==> config.mk <==
export PLATFORM = sky130hd
export DESIGN_NAME = output_limiter_slew
export DESIGN_NICKNAME = d
export VERILOG_FILES = /design/src/rtl/output_limiter_slew.sv
export SDC_FILE = /design/constraint.sdc
export NUM_CORES = 1
export LEC_CHECK = 0
export CORE_MARGIN = 3
export CORE_UTILIZATION = 56
export DETAILED_ROUTE_END_ITERATION = 8
export GPL_ROUTABILITY_DRIVEN = 0
export PLACE_DENSITY = 0.78
export SETUP_SLACK_MARGIN = 0.5
export SYNTH_ARGS = -nofsm -noshare
export SYNTH_HDL_FRONTEND = slang
export SYNTH_SLANG_ARGS = --single-unit
==> constraint.sdc <==
create_clock -name clk_in -period 6.6 [get_ports clk_in]
set_clock_uncertainty 0.2 [all_clocks]
set_input_delay 0.99 -clock clk_in [delete_from_list [all_inputs] [get_ports clk_in]]
set_output_delay 0.99 -clock clk_in [all_outputs]
set_load 0.02 [all_outputs]
==> src/rtl/output_limiter_slew.sv <==
// Output stage behind the anti-windup IIR filter.
// Stage 1 clamps the signed filter output into a programmable [min,max] window
// and produces the railed flags. Stage 2 optionally limits the per-cycle step
// of the DAC word. The railed flags are delayed so they line up with the DAC
// word built from the same sample. Rail entries are counted for diagnostics.
module output_limiter_slew #(
    parameter int SIGNAL_SIZE = 16,
    parameter int COUNT_SIZE  = 16
) (
    input  logic                     clk_in,
    input  logic                     rst_in,
    input  logic                     on_in,
    input  logic [SIGNAL_SIZE+1:0]   signal_in,
    input  logic [SIGNAL_SIZE-1:0]   max_in,
    input  logic [SIGNAL_SIZE-1:0]   min_in,
    input  logic [SIGNAL_SIZE-1:0]   slew_in,
    input  logic                     clear_count_in,
    output logic [SIGNAL_SIZE-1:0]   signal_out,
    output logic [1:0]               railed_out,
    output logic [COUNT_SIZE-1:0]    rail_count_out
);

    localparam int SW = SIGNAL_SIZE;

    // Pipeline and diagnostic state
    logic [SW-1:0]         lim_q,    lim_d;
    logic [1:0]            rail1_q,  rail1_d;
    logic [SW-1:0]         signal_q, signal_d;
    logic [1:0]            railed_q, railed_d;
    logic [COUNT_SIZE-1:0] count_q,  count_d;

    // Stage-1 comparison helpers (limits sign-extended to the filter width)
    logic signed [SW+1:0] max_ext_s;
    logic signed [SW+1:0] min_ext_s;
    logic                 hi_s;
    logic                 lo_s;
    logic                 inverted_s;

    // Stage-2 slew helpers (one extra bit so the difference cannot overflow)
    logic signed [SW:0]   diff_s;
    logic signed [SW:0]   slew_ext_s;
    logic signed [SW:0]   neg_slew_s;
    logic [SW-1:0]        step_up_s;
    logic [SW-1:0]        step_dn_s;
    logic                 rail_entry_s;

    // Stage 1: window compare and clamp of the incoming filter sample
    always_comb begin
        max_ext_s  = {{2{max_in[SW-1]}}, max_in};
        min_ext_s  = {{2{min_in[SW-1]}}, min_in};
        hi_s       = ($signed(signal_in) >= max_ext_s);
        lo_s       = ($signed(signal_in) <= min_ext_s);
        inverted_s = ($signed(min_in) > $signed(max_in));
        lim_d      = signal_in[SW-1:0];
        rail1_d    = 2'b00;
        if (!on_in) begin
            lim_d   = {SW{1'b0}};
            rail1_d = 2'b00;
        end else begin
            rail1_d = {hi_s, lo_s};
            // An inverted window collapses onto max so the output stays defined
            if (inverted_s || hi_s) begin
                lim_d = max_in;
            end else if (lo_s) begin
                lim_d = min_in;
            end else begin
                lim_d = signal_in[SW-1:0];
            end
        end
    end

    // Stage 2: slew-rate limit toward the clamped target; flag alignment delay
    always_comb begin
        diff_s     = $signed({lim_q[SW-1], lim_q}) - $signed({signal_q[SW-1], signal_q});
        slew_ext_s = $signed({1'b0, slew_in});
        neg_slew_s = -slew_ext_s;
        // Modular SW-bit steps are exact: they are only taken when the target
        // lies beyond them, so the true result is always representable.
        step_up_s  = signal_q + slew_in;
        step_dn_s  = signal_q - slew_in;
        signal_d   = lim_q;
        railed_d   = 2'b00;
        if (!on_in) begin
            signal_d = {SW{1'b0}};
            railed_d = 2'b00;
        end else begin
            railed_d = rail1_q;
            if (slew_in == {SW{1'b0}}) begin
                signal_d = lim_q;
            end else if (diff_s > slew_ext_s) begin
                signal_d = step_up_s;
            end else if (diff_s < neg_slew_s) begin
                signal_d = step_dn_s;
            end else begin
                signal_d = lim_q;
            end
        end
    end

    // Rail-entry counter: counts 0->nonzero edges of railed_out, saturating
    always_comb begin
        rail_entry_s = (railed_q == 2'b00) && (railed_d != 2'b00);
        count_d      = count_q;
        if (clear_count_in) begin
            count_d = {COUNT_SIZE{1'b0}};
        end else if (rail_entry_s && (count_q != {COUNT_SIZE{1'b1}})) begin
            count_d = count_q + {{(COUNT_SIZE-1){1'b0}}, 1'b1};
        end else begin
            count_d = count_q;
        end
    end

    // State registers with synchronous reset dominating every other control
    always_ff @(posedge clk_in) begin
        if (rst_in) begin
            lim_q    <= {SW{1'b0}};
            rail1_q  <= 2'b00;
            signal_q <= {SW{1'b0}};
            railed_q <= 2'b00;
            count_q  <= {COUNT_SIZE{1'b0}};
        end else begin
            lim_q    <= lim_d;
            rail1_q  <= rail1_d;
            signal_q <= signal_d;
            railed_q <= railed_d;
            count_q  <= count_d;
        end
    end

    assign signal_out     = signal_q;
    assign railed_out     = railed_q;
    assign rail_count_out = count_q;

endmodule
==> flow_summary_export.csv, run 1 <==
group,metric,value,unit
run_status,status,"finished, final reports clean",
routing,drt-vias-per-instance,6.06,
routing,drt_pass1_iterations,6,
die,design.die.area,0.0136,mm2
grt,grt_pass1_vias,6441,
clock_network,path_clk_slew,70,ps
die,fp.dieH,117,um
worst_setup_path,endpoint,"signal_out[12]",
place,portBuffers,103,
grt,grt_overflow_total,0,
logic_synthesis,synth_warnings,0,
timing,layout_min_cycle_time,5690,ps
clock_network,hold_buffers,0,
routing,vias,6804,
worst_setup_path,path_class,"input pin to register",
routing,drt-total-wl,18500,um
clock_network,clockRootBuffer,"clkbuf_16",
timing,drv_slew,0,
finish,antenna_cells,0,
worst_setup_path,worstSetupStartpointType,"input pin",
die,initial_core_util,0.587,
timing,setup_slack,914,ps
die,rows,39,
logic_synthesis,synth_nets,1089,
timing,rsz0062_at_grt,"no",
worst_setup_path,cp_common_cell,"ha_1",
grt,grt.total_usage,0.273,
worst_setup_path,critPathArrivalTime,5680,ps
place,dp_slack,658,ps
clock_network,h-tree-depth,2,
power,leakage,3.67,nW
finish,area_growth,19.4,%
logic_synthesis,syn_area,0.00685,mm2
worst_setup_path,crit_family,"compound AO/OA/AOI/OAI gates",
clock_network,cts_setup_buffers,0,
grt,grt_pass1_wl,30300,um
hold_path,hold_path_class,"register to register",
logic_synthesis,ys_ff_latch,52,
clock_network,ctsResizeCount,0,
power,clkPwrFrac,0.085,
routing,post-route-drc-count,0,
logic_synthesis,synth_top_cell_area_share,0.234,
worst_setup_path,timing.rr.end,"signal_out[5]",
worst_setup_path,rrSetupSlack,1100,ps
worst_setup_path,cp_slowest_cell,"clkdlybuf4s50_1",
clock_network,insertion_delay,290,ps
logic_synthesis,synth.avg_cell_area,7.71,um2
power,power,0.00310,W
power,internal_power,0.00154,W
timing,fmax,176,MHz
clock_network,clk_path_buf_depth,2,
finish,drive_gt1_frac,0.0480,
timing,worst_pin_slew,859,ps
logic_synthesis,yosysSeqAreaShare,0.152,
logic_synthesis,synthTopCellsByArea,"ha_1 23%, dfxtp_1 15%, a21oi_1 6.0%",
grt,antenna_found_initial,0,
die,core,0.0117,mm2
power,p_sw_frac,0.504,
power,power_density,380,mW/mm2
power,power_frac_seq,0.142,
worst_setup_path,crit_chain,"clkdlybuf4s50_1 -> inv_1 -> ha_1 -> nor3b_2 -> nand3_1 -> xnor2_1 -> ha_1 -> a22o_1 -> o41ai_1 -> a22oi_1 -> a221oi_1 -> a211oi_1 -> o21ai_1 -> nand2_1 -> or3_1 -> a21o_1 -> a31o_1",
timing,setup_viol,0,
logic_synthesis,synth_most_common_cell,"ha_1",
timing,fin_crit_sh,0.861,
worst_setup_path,path_depth,17,
clock_network,numCtsBuffers,5,
power,power_frac_comb,0.773,
logic_synthesis,synthTopCellsByCount,"128 x ha_1, 91 x nor2_1, 90 x inv_1",
run,maxCapViolCount,0,
finish,final_nets,1180,
finish,fillers,985,
worst_setup_path,crit_buf_inv,2,
worst_setup_path,cp_max_fo,14,
worst_setup_path,required,6590,ps
routing,initialDrtViolationCount,308,
place,dp_hpwl,15500,um
clock_network,clock-sinks,52,
worst_setup_path,critPathLaunch,"slew_in[1]",
timing,slew-limit-headroom,0.412,
routing,routedWlPerCell,16.5,um
worst_setup_path,cp-end-kind,"register",
clock_network,cts_tree,"yes",
worst_setup_path,reg2reg_depth,24,
logic_synthesis,synth_flop_cell,"dfxtp_1",
logic_synthesis,yosysUniqueCellTypes,79,
grt,grt_max_degree,23,
logic_synthesis,yosysTopAreaCell,"ha_1",
die,die-width,117,um
logic_synthesis,ys_async_sr_fraction,0,
logic_synthesis,synth_edf_count,0,
timing,totalNegativeSetupSlack,0,ps
timing,hold_viol_final,0,
die,ios,104,
worst_setup_path,r2r_start,"signal_out[1]",
routing,detail-route-antenna-nets,0,
power,power.switching,0.00157,W
worst_setup_path,slowest_delay,530,ps
logic_synthesis,syn_inst,888,
timing,hold_ws,271,ps
power,ir_drop,0.193,mV
==> power groups by stage <==
stage	registers, W	logic [W]	clock network (W)
2_1_floorplan	0.000473	0.00172	0
6_report	0.000441	0.00240	0.000263
5_1_grt	0.000448	0.00265	0.000280
3_3_place_gp	0.000446	0.00231	0
4_1_cts	0.000438	0.00235	0.000266
3_5_place_dp	0.000445	0.00233	0
==> placed cells by master, fill, tap and decap left out, drive strengths merged, types with 15 or more instances in the layout <==
| master | netlist | layout |
|---|---|---|
| clkdlybuf4s50 | 0 | 103 |
| nor2 | 93 | 93 |
| inv | 90 | 91 |
| nand2b | 15 | 15 |
| a21o | 25 | 25 |
| nand2 | 36 | 36 |
| xor2 | 17 | 17 |
| dfxtp | 52 | 52 |
| xnor2 | 26 | 26 |
| nor2b | 17 | 17 |
| nand4 | 20 | 20 |
| o21ai | 47 | 47 |
| ha | 128 | 128 |
| o21a | 15 | 15 |
| a211oi | 21 | 21 |
| a21oi | 85 | 85 |
| nor3 | 18 | 18 |
==> layout make-up <==
type / count / area (um2) / area share
clock buffers: 5 / 125 / 0.0153
clock inverters: 3 / 22.5 / 0.00275
repair buffers: 110 / 1080 / 0.133
inverters: 90 / 338 / 0.0413
well taps: 143 / 179 / 0.0219
flip-flops and latches: 52 / 1040 / 0.127
multi-input cells: 720 / 5390 / 0.659
==> metrics by stage <==
| stage | instance area (um2) | utilization | instances |
|---|---|---|---|
| after floorplan | 6850 | - | 888 |
| after CTS | 8170 | 0.700 | 1123 |
| final | 8180 | 0.701 | 1123 |
| after global placement | 8020 | 0.688 | 1115 |
| after global routing | 8180 | 0.701 | 1123 |
| after detailed placement | 8020 | 0.688 | 1115 |
==> cells by family after synthesis <==
group,count (synthesis),share of synthesized area
simple gates,270,0.204
compound gates,267,0.263
fa+ha+maj,131,0.243
buf+inv,116,0.0654
flops,52,0.152
xor+xnor,44,0.0610
mux,8,0.0121
==> per-layer routing <==
metal | global-route usage | vias up | routed length (um)
li1 | - | 3406 | -
met1 | 0.383 | 3135 | 8650
met2 | 0.453 | 233 | 8340
met3 | 0.0197 | 30 | 1130
met4 | 0.0749 | 0 | 410
met5 | 0 | - | 0
==> worst min-delay path by stage <==
stage	slack [ps]	to	startpoint	cells after the start
2_1_floorplan	230	railed_out[0]	rail1_q[0]	1
4_1_cts	280	railed_out[0]	rail1_q[0]	1
6_report	270	railed_out[0]	rail1_q[0]	1
3_5_place_dp	260	railed_out[0]	rail1_q[0]	1
3_3_place_gp	270	railed_out[0]	rail1_q[0]	1
5_1_grt	310	railed_out[0]	rail1_q[0]	1
==> state kept, by name, summed over array words and instances (netlist names) <==
signal and count:
lim_q 16, rail1_q 2, signal_out 16, railed_out 2, rail_count_out 16
(Power assumes the default switching activity.)
==> run 2, diff against run 1 <==
Settings changed: CORE_MARGIN 3 to 2.
==> run 2 against run 1 <==
  * Register-to-register slack got worse by 50 ps
  * Via count down 1.8%
  * Largest cell class unchanged
  * Hold slack better by 1.7 ps
  * Power decreased by 0.50%
  * Utilization fell by 1.8 points
  * Non-clock buffer count decreased by 2
  * Critical path depth unchanged
  * Fmax up 0.73%
  * Global-route usage up 0.52 points
  * Largest power group unchanged
  * Count of clock-buffer cells in the layout stayed put
==> flow_summary_export.csv, run 2 (synthesis results as in run 1) <==
group,metric,value,unit
timing,setup_viol,0,
finish,postLayoutCellArea,0.00817,mm2
power,power_frac_seq,0.143,
finish,drive_gt1_frac,0.0470,
grt,grt_pass1_vias,6293,
finish,antenna_cells,0,
worst_setup_path,required,6590,ps
finish,mostFrequentLayoutCells,"128 x ha_1, 103 x clkdlybuf4s50_1, 91 x nor2_1",
timing,layout_min_cycle_time,5640,ps
routing,drt-vias-per-instance,5.94,
routing,top_layer,"met4",
timing,drv_slew,0,
power,internal_power,0.00153,W
power,clkPwrFrac,0.085,
routing,wl_met2,8140,um
worst_setup_path,rrSetupSlack,1050,ps
power,power_frac_comb,0.772,
worst_setup_path,crit_chain,"clkdlybuf4s50_1 -> inv_1 -> ha_1 -> nor3b_2 -> nand3_1 -> xnor2_1 -> ha_1 -> a22o_1 -> o41ai_1 -> a22oi_1 -> a221oi_1 -> a211oi_1 -> o21ai_1 -> nand2_1 -> or3_1 -> a21o_1 -> a31o_1",
finish,layout_commonest_cell,"ha_1",
routing,routedWlPerCell,16.2,um
place,portBuffers,103,
clock_network,h-tree-depth,2,
clock_network,clockRootBuffer,"clkbuf_16",
routing,drt_pass1_iterations,5,
timing,setup_slack,955,ps
clock_network,hold_buffers,0,
finish,area_growth,19.3,%
die,ios,104,
grt,antenna_found_initial,0,
clock_network,cts_setup_buffers,0,
clock_network,insertion_delay,300,ps
clock_network,ctsResizeCount,0,
die,initial_core_util,0.573,
power,ir_drop,0.153,mV
power,power.switching,0.00155,W
worst_setup_path,critPathArrivalTime,5640,ps
die,core,0.0120,mm2
place,dp_slack,702,ps
clock_network,clock-sinks,52,
run,maxCapViolCount,0,
clock_network,path_clk_slew,70,ps
timing,fmax,177,MHz
power,power_density,378,mW/mm2
clock_network,clk_path_buf_depth,2,
die,die-width,115,um
worst_setup_path,cp_common_cell,"ha_1",
clock_network,numCtsBuffers,5,
routing,post-route-drc-count,0,
grt,grt_pass1_wl,29700,um
finish,final_nets,1178,
timing,slew-limit-headroom,0.213,
worst_setup_path,cp-end-kind,"register",
grt,grt.total_usage,0.278,
worst_setup_path,cp_max_fo,14,
timing,totalNegativeSetupSlack,0,ps
routing,met1_length,8480,um
timing,hold_viol_final,0,
place,dpl_cell_area,0.00801,mm2
timing,rsz0062_at_grt,"no",
routing,vias,6683,
routing,drt-total-wl,18200,um
routing,detail-route-antenna-nets,0,
die,fp.dieH,115,um
grt,grt_overflow_total,0,
routing,route.met3.wl,1200,um
worst_setup_path,path_class,"input pin to register",
grt,grt_max_degree,34,
power,leakage,3.66,nW
worst_setup_path,slowest_delay,500,ps
routing,initialDrtViolationCount,409,
die,design.die.area,0.0131,mm2
clock_network,cts_tree,"yes",
timing,worst_pin_slew,1180,ps
die,rows,40,
power,p_sw_frac,0.503,
place,dp_hpwl,15100,um
worst_setup_path,cp_slowest_cell,"clkdlybuf4s50_1",
hold_path,hold_path_class,"register to register",
timing,fin_crit_sh,0.855,
worst_setup_path,worstSetupStartpointType,"input pin",
run_status,status,"finished, final reports clean",
-- run 2: changes by cell type in the layout (fill, tap and decap cells not counted), sizes merged --
cell and change:
buf -2, clkinv -1, clkinvlp +1
-- run 2: area by class of cell --
class | instances | area, um2
Sequential cell | 52 | 1040
Fill cell | 1007 | 3790
Inverter | 90 | 338
Clock inverter | 3 | 21.3
Clock buffer | 5 | 125
Multi-Input combinational cell | 720 | 5390
Tap cell | 147 | 184
Timing Repair Buffer | 108 | 1070
-- run 2: per-layer routing --
metal,up-vias,GRT usage
met5,-,0
met4,0,0.0846
met3,22,0.0286
met2,192,0.458
met1,3079,0.383
li1,3390,-
-- run 2: final timing paths --
check	to	startpoint	cells past startpoint
worst max register to register	signal_out[10]	signal_out[1]	24
worst min register to register	railed_out[0]	rail1_q[0]	1
worst max-delay path	signal_out[12]	slew_in[1]	17
worst min-delay path	railed_out[0]	rail1_q[0]	1
-- run 2: through the flow --
step,power [W],instances,util,hold slack (ps)
2_1_floorplan,0.00219,888,-,230
3_3_place_gp,0.00274,1117,0.670,258
3_5_place_dp,0.00277,1117,0.670,260
4_1_cts,0.00305,1125,0.682,281
5_1_grt,0.00337,1125,0.683,300
6_report,0.00309,1125,0.683,273
-- run 2: worst max-delay path: cells and delay by family --
family          cells  cell delay, ps
compound gates      8            1870
simple gates        4            1380
buf+inv             2             720
fa+ha+maj           2             510
xor+xnor            1             140
-- run 2: power by group through the flow --
stage	combinational (W)	clock, W	sequential [W]
5_1_grt	0.00265	0.000278	0.000446
4_1_cts	0.00234	0.000267	0.000438
2_1_floorplan	0.00172	0	0.000473
6_report	0.00238	0.000263	0.000441
3_3_place_gp	0.00229	0	0.000445
3_5_place_dp	0.00232	0	0.000445
